## src/rtl/bcd_conv_seq_if.sv

```systemverilog
// Handshake and result bundle for the sequential binary-to-BCD converter.
// The master drives the conversion request, the slave (converter) returns results.
interface bcd_conv_seq_if #(
    parameter int DATA_W = 20,
    parameter int DIG_N  = 6
);
    logic                 start;
    logic [DATA_W-1:0]    data_in;
    logic                 busy;
    logic                 done;
    logic [4*DIG_N-1:0]   bcd_out;
    logic                 sign;
    logic [DIG_N-1:0]     blank_mask;
    logic                 ovf;

    modport master (
        output start, data_in,
        input  busy, done, bcd_out, sign, blank_mask, ovf
    );

    modport slave (
        input  start, data_in,
        output busy, done, bcd_out, sign, blank_mask, ovf
    );
endinterface

```

## src/rtl/bcd_conv_seq.sv

```systemverilog
// Sequential double-dabble binary-to-BCD converter: one ADJ/SHIFT pair per input bit,
// with sign handling, leading-zero blanking and saturating overflow.
//
// state | meaning
// IDLE  | waiting for start; last result held on the outputs
// ADJ   | add 3 to every BCD nibble that is >= 5
// SHIFT | shift the whole register left one bit, count the iteration
// FIN   | publish the result; done pulses on the following cycle
module bcd_conv_seq #(
    parameter int DATA_W    = 20,
    parameter int DIG_N     = 6,
    parameter int SIGNED_EN = 0
) (
    input  logic sys_clk,
    input  logic sys_rst_n,
    bcd_conv_seq_if.slave bus
);
    localparam int BCD_W = 4 * DIG_N;
    localparam int SR_W  = BCD_W + DATA_W;
    localparam int CNT_W = $clog2(DATA_W + 1);

    typedef enum logic [1:0] {IDLE, ADJ, SHIFT, FIN} state_t;

    state_t             state_q, state_d;
    logic [SR_W-1:0]    sr_q, sr_d;
    logic [CNT_W-1:0]   cnt_q, cnt_d;
    logic               ovf_acc_q, ovf_acc_d;
    logic               neg_q, neg_d;
    logic [BCD_W-1:0]   bcd_q, bcd_d;
    logic               sign_q, sign_d;
    logic [DIG_N-1:0]   blank_q, blank_d;
    logic               ovf_q, ovf_d;
    logic               done_q, done_d;

    logic               in_neg;
    logic [DATA_W-1:0]  in_mag;
    logic [SR_W-1:0]    sr_adj;
    logic [BCD_W-1:0]   digits;
    logic [BCD_W-1:0]   sat_val;
    logic [DIG_N-1:0]   blank_c;

    always_comb begin
        in_neg = (SIGNED_EN != 0) && bus.data_in[DATA_W-1];
        in_mag = in_neg ? (~bus.data_in + DATA_W'(1)) : bus.data_in;
    end

    always_comb begin
        sr_adj = sr_q;
        for (int i = 0; i < DIG_N; i++) begin
            if (sr_q[DATA_W+4*i +: 4] >= 4'd5)
                sr_adj[DATA_W+4*i +: 4] = sr_q[DATA_W+4*i +: 4] + 4'd3;
        end
    end

    // Leading-zero scan from the top digit down; the units digit is never blanked.
    always_comb begin
        logic hz;
        digits  = sr_q[SR_W-1 -: BCD_W];
        hz      = 1'b1;
        blank_c = '0;
        sat_val = '0;
        for (int i = 0; i < DIG_N; i++)
            sat_val[4*i +: 4] = 4'h9;
        for (int i = DIG_N - 1; i >= 1; i--) begin
            hz         = hz && (digits[4*i +: 4] == 4'd0);
            blank_c[i] = hz;
        end
    end

    always_comb begin
        state_d   = state_q;
        sr_d      = sr_q;
        cnt_d     = cnt_q;
        ovf_acc_d = ovf_acc_q;
        neg_d     = neg_q;
        bcd_d     = bcd_q;
        sign_d    = sign_q;
        blank_d   = blank_q;
        ovf_d     = ovf_q;
        done_d    = 1'b0;
        case (state_q)
            IDLE: begin
                if (bus.start) begin
                    sr_d      = {{BCD_W{1'b0}}, in_mag};
                    cnt_d     = '0;
                    ovf_acc_d = 1'b0;
                    neg_d     = in_neg;
                    state_d   = ADJ;
                end
            end
            ADJ: begin
                sr_d    = sr_adj;
                state_d = SHIFT;
            end
            SHIFT: begin
                sr_d      = {sr_q[SR_W-2:0], 1'b0};
                ovf_acc_d = ovf_acc_q | sr_q[SR_W-1];
                cnt_d     = cnt_q + CNT_W'(1);
                state_d   = (cnt_q == CNT_W'(DATA_W - 1)) ? FIN : ADJ;
            end
            FIN: begin
                bcd_d   = ovf_acc_q ? sat_val : digits;
                blank_d = ovf_acc_q ? '0 : blank_c;
                sign_d  = neg_q;
                ovf_d   = ovf_acc_q;
                done_d  = 1'b1;
                state_d = IDLE;
            end
            default: state_d = IDLE;
        endcase
    end

    always_ff @(posedge sys_clk or negedge sys_rst_n) begin
        if (!sys_rst_n) begin
            state_q   <= IDLE;
            sr_q      <= '0;
            cnt_q     <= '0;
            ovf_acc_q <= 1'b0;
            neg_q     <= 1'b0;
            bcd_q     <= '0;
            sign_q    <= 1'b0;
            blank_q   <= '0;
            ovf_q     <= 1'b0;
            done_q    <= 1'b0;
        end else begin
            state_q   <= state_d;
            sr_q      <= sr_d;
            cnt_q     <= cnt_d;
            ovf_acc_q <= ovf_acc_d;
            neg_q     <= neg_d;
            bcd_q     <= bcd_d;
            sign_q    <= sign_d;
            blank_q   <= blank_d;
            ovf_q     <= ovf_d;
            done_q    <= done_d;
        end
    end

    assign bus.busy       = (state_q != IDLE);
    assign bus.done       = done_q;
    assign bus.bcd_out    = bcd_q;
    assign bus.sign       = sign_q;
    assign bus.blank_mask = blank_q;
    assign bus.ovf        = ovf_q;
endmodule

```

## src/flat_wrapper.sv

```systemverilog
// flat-port wrapper written by rule: the top's interface ports become plain ports
module bcd_conv_seq_flat 
#(
    parameter int DATA_W    = 20,
    parameter int DIG_N     = 6,
    parameter int SIGNED_EN = 0
)
  (sys_clk, sys_rst_n, bus_start, bus_data_in, bus_busy, bus_done, bus_bcd_out, bus_sign, bus_blank_mask, bus_ovf);
  bcd_conv_seq_if #(.DATA_W(DATA_W), .DIG_N(DIG_N)) bus_i ();
  input  logic sys_clk;
  input  logic sys_rst_n;
  input wire logic [$bits(bus_i.start)-1:0] bus_start;
  input wire logic [$bits(bus_i.data_in)-1:0] bus_data_in;
  output wire logic [$bits(bus_i.busy)-1:0] bus_busy;
  output wire logic [$bits(bus_i.done)-1:0] bus_done;
  output wire logic [$bits(bus_i.bcd_out)-1:0] bus_bcd_out;
  output wire logic [$bits(bus_i.sign)-1:0] bus_sign;
  output wire logic [$bits(bus_i.blank_mask)-1:0] bus_blank_mask;
  output wire logic [$bits(bus_i.ovf)-1:0] bus_ovf;
  assign bus_i.start = bus_start;
  assign bus_i.data_in = bus_data_in;
  assign bus_busy = bus_i.busy;
  assign bus_done = bus_i.done;
  assign bus_bcd_out = bus_i.bcd_out;
  assign bus_sign = bus_i.sign;
  assign bus_blank_mask = bus_i.blank_mask;
  assign bus_ovf = bus_i.ovf;
  bcd_conv_seq #(.DATA_W(DATA_W), .DIG_N(DIG_N), .SIGNED_EN(SIGNED_EN)) u_core (.sys_clk(sys_clk), .sys_rst_n(sys_rst_n), .bus(bus_i));
endmodule
```

## config.mk

```make
export PLATFORM = sky130hd
export DESIGN_NAME = bcd_conv_seq_flat
export DESIGN_NICKNAME = d
export VERILOG_FILES = /design/src/rtl/bcd_conv_seq_if.sv /design/src/rtl/bcd_conv_seq.sv /design/src/flat_wrapper.sv
export SDC_FILE = /design/constraint.sdc
export NUM_CORES = 1
export LEC_CHECK = 0
export BUFFER_PORTS_ARGS = -buffer_cell sky130_fd_sc_hd__buf_2
export CORE_MARGIN = 2
export CORE_UTILIZATION = 40
export CTS_BUF_LIST = sky130_fd_sc_hd__clkbuf_8
export DETAILED_ROUTE_END_ITERATION = 12
export GPL_TIMING_DRIVEN = 1
export PLACE_DENSITY = 0.59
export SYNTH_ARGS = -nofsm -noshare
export SYNTH_HDL_FRONTEND = slang
export SYNTH_SLANG_ARGS = --single-unit
export TNS_END_PERCENT = 10
```

## constraint.sdc

```tcl
create_clock -name sys_clk -period 2 [get_ports sys_clk]
set_input_delay 0.2 -clock sys_clk [delete_from_list [all_inputs] [get_ports sys_clk]]
set_output_delay 0.2 -clock sys_clk [all_outputs]
set_load 0.01 [all_outputs]
```

==> results of run 1 <==
## layout make-up
| class | count | area [sq um] |
|---|---|---|
| multi-input cells | 328 | 2010 |
| flip-flops and latches | 83 | 2080 |
| clock buffers | 10 | 138 |
| inverters | 36 | 135 |
| clock inverters | 5 | 53.8 |
| repair buffers | 77 | 473 |
| fillers | 1091 | 5690 |
| well taps | 140 | 175 |
## state kept, by name, summed over array words and instances (netlist names)
| signal | count |
|---|---|
| u_core.ovf_acc_q | 1 |
| u_core.sr_q | 44 |
| u_core.bus.ovf | 1 |
| u_core.bus.bcd_out | 24 |
| u_core.cnt_q | 5 |
| u_core.state_q | 2 |
| u_core.bus.done | 1 |
| u_core.bus.blank_mask | 5 |
## logic make-up after synthesis
kind of cell | Yosys count
AOI/OAI and AO/OA | 143
xor gates and xnor gates | 1
adders and majority gates | 17
buffers and inverters | 67
DFF | 83
muxes | 15
other | 1
and+or+nand+nor | 150
## cell usage after synthesis, types with 3 or more instances
master	number	area share, %
dfrtp_1	83	48
a21oi_1	67	7.7
nor2_1	55	4.7
inv_1	36	3.1
o21ai_0	33	3.8
nand2_1	30	2.6
nor2b_1	20	2.9
ha_1	17	4.9
clkbuf_1	15	1.3
nand3b_1	14	2.4
mux2i_1	13	3.0
nand2b_1	13	1.9
a22oi_1	7	1.2
and3_1	7	1.0
buf_2	7	0.80
o31ai_1	7	1.2
buf_4	5	0.86
o2111ai_1	5	1.0
a211oi_1	4	0.69
o32ai_1	4	0.80
a22o_1	3	0.60
buf_1	3	0.26
## power by group through the flow
stage	combinational [mW]	sequential [mW]	clock (mW)
after global placement	3.94	2.80	0
after global routing	4.53	2.89	1.34
after detailed placement	4.01	2.81	0
after CTS	4.02	2.79	1.27
after floorplan	2.74	2.84	0
final	4.00	2.79	1.24
## what timing repair did
item | CTS | global route
endpoints found under the setup margin | 0 | 21
hold buffers | 1 | 0
hold endpoints to repair | 34 | 0
resized for setup | 0 | 3
## routing by layer
layer,wire [um],vias up
met4,167,0
li1,-,1753
met5,0,-
met3,417,11
met2,4630,71
met1,4870,1680
## metrics by stage
stage | worst slack [ns] | utilization, % | area, sq um
after floorplan | 0.266 | - | 4360
after detailed placement | 0.0781 | 45.1 | 4850
final | 0.157 | 47.1 | 5060
after global placement | 0.139 | 45.1 | 4850
after CTS | 0.0556 | 47.0 | 5050
after global routing | 0.0197 | 47.1 | 5060
## worst min-delay path: stages
cell      delay [ns]
buf_2           0.08
nand3b_1        0.06
nand2_1         0.06
## worst max path at each step
| stage | end | slack (ns) | cells past startpoint |
|---|---|---|---|
| 2_1_floorplan | u_core.sr_q[26] | 0.27 | 8 |
| 3_3_place_gp | u_core.sr_q[26] | 0.14 | 5 |
| 3_5_place_dp | u_core.sr_q[2] | 0.08 | 7 |
| 4_1_cts | u_core.sr_q[2] | 0.06 | 7 |
| 5_1_grt | u_core.bus.blank_mask[1] | 0.02 | 5 |
| 6_report | u_core.bus.blank_mask[1] | 0.16 | 5 |
==> results.yml, run 1 <==
status:
  outcome: "completed"
critical_path:
  ff2ff_setup_slack_ns: 0.16
  cp_cell_sequence: "ha_2 > nor3b_2 > nand3b_1 > or4_4 > o22ai_2"
  crit-reg2reg-launch: "u_core.state_q[0]"
  critical_path.slowest_cell: "or4_4"
  path_delay_family: "simple AND/OR/NAND/NOR gates"
  cp_max_fo: 5
  worst_setup_path_startpoint: "u_core.state_q[0]"
  max_stage_delay_ns: 0.57
  worstSetupStartpointType: "flop"
  number_of_cells_on_the_worst_reg_to_reg_path: 5
  worstPathArrival_ns: 2.14
  r2r-end: "u_core.bus.blank_mask[1]"
  crit_type: "flop to flop"
  kind_of_capture_point_of_the_worst_setup_path: "flop"
  path_buf_inv: 0
  crit_required_ns: 2.30
power_and_ir_drop:
  power.combinational.fraction_pct: 49.8
  power_frac_seq_pct: 34.8
  vdd_drop_max_uv: 680
  net-switching-power_mw: 3.50
  p_leak_nw: 2.34
  power.share.clock_pct: 15.4
  fin_total_pwr_mw: 8.03
  switching_share_pct: 43.6
  p_int_mw: 4.53
  power_per_cell_area_nw_per_um2: 1590
grt:
  grt_start_max_net_pins: 56
  grt_pass1_wl_um: 17100
  gr-total-overflow: 0
  global_route.usage.met3_pct: 2.89
  grt_pass1_vias: 3455
  use_met2_pct: 29.7
  groute.layer.met1.usage_pct: 25.6
  track_usage_pct: 18.8
  antenna_found_initial: 0
  grt.busiest_layer: "met2"
floorplanning:
  num_rows: 38
  floorplan.initialDensity_pct: 40.6
  die_area_sq_um: 11700
  coreArea_sq_um: 10700
  ports_placed_on_the_boundary: 57
  die_width_um: 108
  chipHeight_um: 108
layout:
  nets: 575
  area.growth.synth_to_final_pct: 16.1
  finalNonFillerCells: 679
  most-common-layout-cells: "dfrtp_1 (83), a21oi_1 (67), nor2_1 (55), buf_2 (53), inv_1 (36)"
  final_common_cell: "dfrtp_1"
  layout-drive-gt1-share_pct: 19.1
  antenna_cells: 0
placement:
  place.gp.congestion: 0.842
  dpl.hpwl_um: 6900
  placement.io_buffers: 54
  dp_cells: 663
sta:
  setup-violations-final: 0
  timing_hold_violations_final: 0
  max_clock_freq_ghz: 0.543
  clock-skew-final_ns: 0.0109
  period_minus_slack_ns: 1.84
  fin_setup_tns_ns: 0
  worst_pin_slew_ns: 0.511
  rsz0062_at_grt: "false"
  slew_headroom_pct: 65.9
  slew_violations: 0
  period_utilisation_layout_pct: 92.1
  fin_worst_hold_slack_ns: 0.0632
hold_path:
  hold_end: "u_core.sr_q[0]"
  worst_hold_startpoint: "bus_data_in[0]"
  timing.hold.worst.class: "input port to flop"
  min_path_cells: 3
route:
  detail_route.wirelength_um: 10100
  via_count: 3515
  detail-route-antenna-nets: 0
  drtPass1Iterations: 4
  drt_iter0_drc: 170
  routedWlPerCell_um: 14.8
  via_per_inst: 5.18
  post-route-drc-count: 0
yosys:
  post_synth_instance_area_sq_um: 4360
  synth_compound_area_share_pct: 19.6
  synth_cells: 477
  yosys.area_share.adder_pct: 4.88
  ys_seq_elements: 83
  postSynthAreaPerCell_sq_um: 9.14
  synth-main-ff-cell: "dfrtp_1"
  synth-seq-area-share_pct: 47.7
  share_of_cell_area_taken_by_muxes_after_synthesis_pct: 3.76
  synth-async-reset-ratio_pct: 100
  dominant_combinational_cell_family_by_area_after_synthesis: "compound AO/OA/AOI/OAI gates"
  synth-xor-area-share_pct: 0.201
  simple_gate_portion_of_the_synthesized_area_pct: 17.3
  synth-edff-count: 0
  synth_cell_type_count: 44
  yosys_warnings: 0
flow_run:
  max-cap-violations: 0
clock_tree:
  cts_tree: "yes"
  number_of_clock_sinks: 83
  clockBufferDepth: 2
  number_of_buffers_created_by_cts: 9
  htree_levels: 3
  clk-insertion-delay-late_ns: 0.37
  cts_setup_buffers: 0
  clock_slew_seen_by_the_registers_of_the_worst_setup_and_hold_paths_ns: 0.09
  cts.root.buffer_cell: "clkbuf_8"
Note: power is estimated with default switching activity, not from simulation.
==> run 2, diff against run 1 <==
--- a/config.mk
+++ b/config.mk
@@ -5,13 +5,14 @@
 export SDC_FILE = /design/constraint.sdc
 export NUM_CORES = 1
 export LEC_CHECK = 0
+export ABC_AREA = 1
 export BUFFER_PORTS_ARGS = -buffer_cell sky130_fd_sc_hd__buf_2
 export CORE_MARGIN = 2
-export CORE_UTILIZATION = 40
+export CORE_UTILIZATION = 38
 export CTS_BUF_LIST = sky130_fd_sc_hd__clkbuf_8
 export DETAILED_ROUTE_END_ITERATION = 12
 export GPL_TIMING_DRIVEN = 1
-export PLACE_DENSITY = 0.59
+export PLACE_DENSITY = 0.56
 export SYNTH_ARGS = -nofsm -noshare
 export SYNTH_HDL_FRONTEND = slang
 export SYNTH_SLANG_ARGS = --single-unit
==> results.yml, run 2 <==
layout:
  nets: 663
  area.growth.synth_to_final_pct: 14.6
  regMostFlops: "u_core.sr_q"
  fillers: 1140
  antenna_cells: 0
  final_cell_area_sq_um: 4960
  most-common-layout-cells: "nand2_1 (229), dfrtp_1 (83), buf_2 (53), inv_1 (48), nand3_1 (45)"
  total_area_of_multi_input_combinational_cells_sq_um: 1920
  final_common_cell: "nand2_1"
  layout-drive-gt1-share_pct: 15.0
  seq_area_sq_um: 2080
  largest_register_ff_count: 44
clock_tree:
  clock_slew_seen_by_the_registers_of_the_worst_setup_and_hold_paths_ns: 0.09
  clockBufferDepth: 2
  clk-insertion-delay-late_ns: 0.36
  cts.root.buffer_cell: "clkbuf_8"
  htree_levels: 3
  number_of_clock_sinks: 83
  post_cts_resized: 0
  number_of_buffers_created_by_cts: 9
  cts_tree: "yes"
grt:
  gr-total-overflow: 0
  grt_start_max_net_pins: 52
  grt_pass1_vias: 3636
  antenna_found_initial: 0
  track_usage_pct: 17.8
  grt_pass1_wl_um: 17900
power_and_ir_drop:
  p_leak_nw: 2.71
  vdd_drop_max_uv: 623
  fin_total_pwr_mw: 8.05
  power_per_cell_area_nw_per_um2: 1620
  power.share.clock_pct: 16.7
  net-switching-power_mw: 3.75
  switching_share_pct: 46.6
  power_frac_seq_pct: 33.2
  p_int_mw: 4.30
  power.combinational.fraction_pct: 50.1
placement:
  place.gp.congestion: 0.854
  dpl.hpwl_um: 7490
  placed_area_sq_um: 4730
  placement.io_buffers: 54
critical_path:
  cp_cell_sequence: "inv_1 > ha_1 > o21ai_2 > nor2_8 > inv_4 > nand2_1 > nand2_1"
  number_of_cells_on_the_worst_reg_to_reg_path: 7
  worst_path_most_repeated_cell: "nand2_1"
  max_stage_delay_ns: 0.41
  critical_path.slowest_cell: "dfrtp_1"
  crit_type: "flop to flop"
  ff2ff_setup_slack_ns: 0.18
  crit-reg2reg-launch: "u_core.state_q[0]"
  crit_required_ns: 2.25
  worstPathArrival_ns: 2.07
  r2r-end: "u_core.sr_q[1]"
  cp_max_fo: 24
  kind_of_capture_point_of_the_worst_setup_path: "flop"
  worstSetupStartpointType: "flop"
route:
  via_per_inst: 4.87
  post-route-drc-count: 0
  drtPass1Iterations: 5
  via_count: 3738
  detail_route.wirelength_um: 10400
  routedWlPerCell_um: 13.6
  drt_iter0_drc: 209
  detail-route-antenna-nets: 0
floorplanning:
  chipHeight_um: 111
  ports_placed_on_the_boundary: 57
  floorplan.initialDensity_pct: 39.4
  num_rows: 38
  coreArea_sq_um: 11000
  die_area_sq_um: 12300
  die_width_um: 111
yosys:
  yosys.area_share.adder_pct: 4.92
  synth_most_common_cell: "nand2_1"
  synth_cell_type_count: 26
  post_synth_instance_area_sq_um: 4330
  synth.top_cells.by_area: "dfrtp_1 (48%), nand2_1 (20%), nand3_1 (5.2%)"
  synth-edff-count: 0
  postSynthAreaPerCell_sq_um: 7.62
  ys_seq_elements: 83
  synth-main-ff-cell: "dfrtp_1"
  synth_compound_area_share_pct: 9.08
  yosys.area.top_type: "dfrtp_1"
  share_of_cell_area_taken_by_muxes_after_synthesis_pct: 0
  simple_gate_portion_of_the_synthesized_area_pct: 30.3
  synth-xor-area-share_pct: 0
  dominant_combinational_cell_family_by_area_after_synthesis: "simple AND/OR/NAND/NOR gates"
  synth-seq-area-share_pct: 48.0
  synth_cells: 568
  synth-async-reset-ratio_pct: 100
  yosys_warnings: 0
  yosys.area.top_type_share_pct: 48.0
  synth.cells.most_frequent: "nand2_1 (229), dfrtp_1 (83), inv_1 (47), nand3_1 (45), nor2_1 (37)"
sta:
  max_clock_freq_ghz: 0.549
  timing_hold_violations_final: 0
  worst_pin_slew_ns: 0.501
  period_minus_slack_ns: 1.82
  fin_setup_tns_ns: 0
  setup-violations-final: 0
  period_utilisation_layout_pct: 91.1
  rsz0062_at_grt: "false"
  slew_violations: 0
  slew_headroom_pct: 66.6
  clock-skew-final_ns: 0.0113
hold_path:
  hold_end: "u_core.sr_q[0]"
  min_path_cells: 3
  worst_hold_startpoint: "bus_data_in[0]"
  timing.hold.worst.class: "input port to flop"
flow_run:
  max-cap-violations: 0
status:
  outcome: "completed"
run 2: cell families after synthesis:
family          Yosys count
compound gates           71
fa+ha+maj                17
simple gates            321
flops                    83
other cells               1
buf+inv                  75
run 2: metal layers:
layer  track usage, %  up-vias  wire length, um
met4             5.92        0              133
met5                0        -                0
li1                 -     1904                -
met3             3.01       12              509
met1             25.8     1731             5260
met2             27.0       91             4540
run 2: through the flow:
step	utilization [%]	hold slack, ns	setup slack, ns	cells
floorplan	-	-0.0956	0.532	569
global placement	43.1	0.175	0.221	751
CTS	45.1	0.0912	0.147	767
global route	45.1	0.122	0.00588	767
detailed placement	43.1	0.180	0.155	751
finish	45.1	0.0927	0.178	767
run 2: area by class of cell:
type / count / share of cell area [%]
Sequential cell: 83 / 41.9
Clock inverter: 5 / 1.59
Clock buffer: 10 / 2.78
Multi-Input combinational cell: 411 / 38.8
Inverter: 54 / 4.14
Timing Repair Buffer: 64 / 7.32
Tap cell: 140 / 3.53
run 2: what timing repair did:
action,4_1_cts,5_1_grt
setup endpoints to repair,0,0
endpoints found under the hold margin,32,0
setup buffers,0,0
hold buffers,1,0
run 2: how the worst max path moves through the flow:
stage	cells after the start	slack [ns]	to	startpoint
floorplan	7	0.53	u_core.sr_q[24]	u_core.state_q[0]
global placement	7	0.22	u_core.sr_q[15]	u_core.state_q[0]
detailed placement	7	0.16	u_core.sr_q[13]	u_core.state_q[0]
CTS	7	0.15	u_core.sr_q[9]	u_core.state_q[0]
global route	7	0.006	u_core.sr_q[1]	u_core.state_q[0]
finish	7	0.18	u_core.sr_q[1]	u_core.state_q[0]
run 2: power groups by stage:
stage | combinational, mW | clock, mW | sequential [mW]
6_report | 4.04 | 1.34 | 2.67
5_1_grt | 4.64 | 1.45 | 2.76
4_1_cts | 4.09 | 1.37 | 2.67
3_5_place_dp | 4.08 | 0 | 2.70
3_3_place_gp | 4.01 | 0 | 2.68
2_1_floorplan | 2.86 | 0 | 2.73
run 2: critical path, delay by kind of cell (launching register included):
family / cells / cell delay (ns)
AOI/OAI and AO/OA: 1 / 0.20
DFF: 1 / 0.41
buffers and inverters: 2 / 0.28
adders and majority gates: 1 / 0.36
and+or+nand+nor: 3 / 0.44
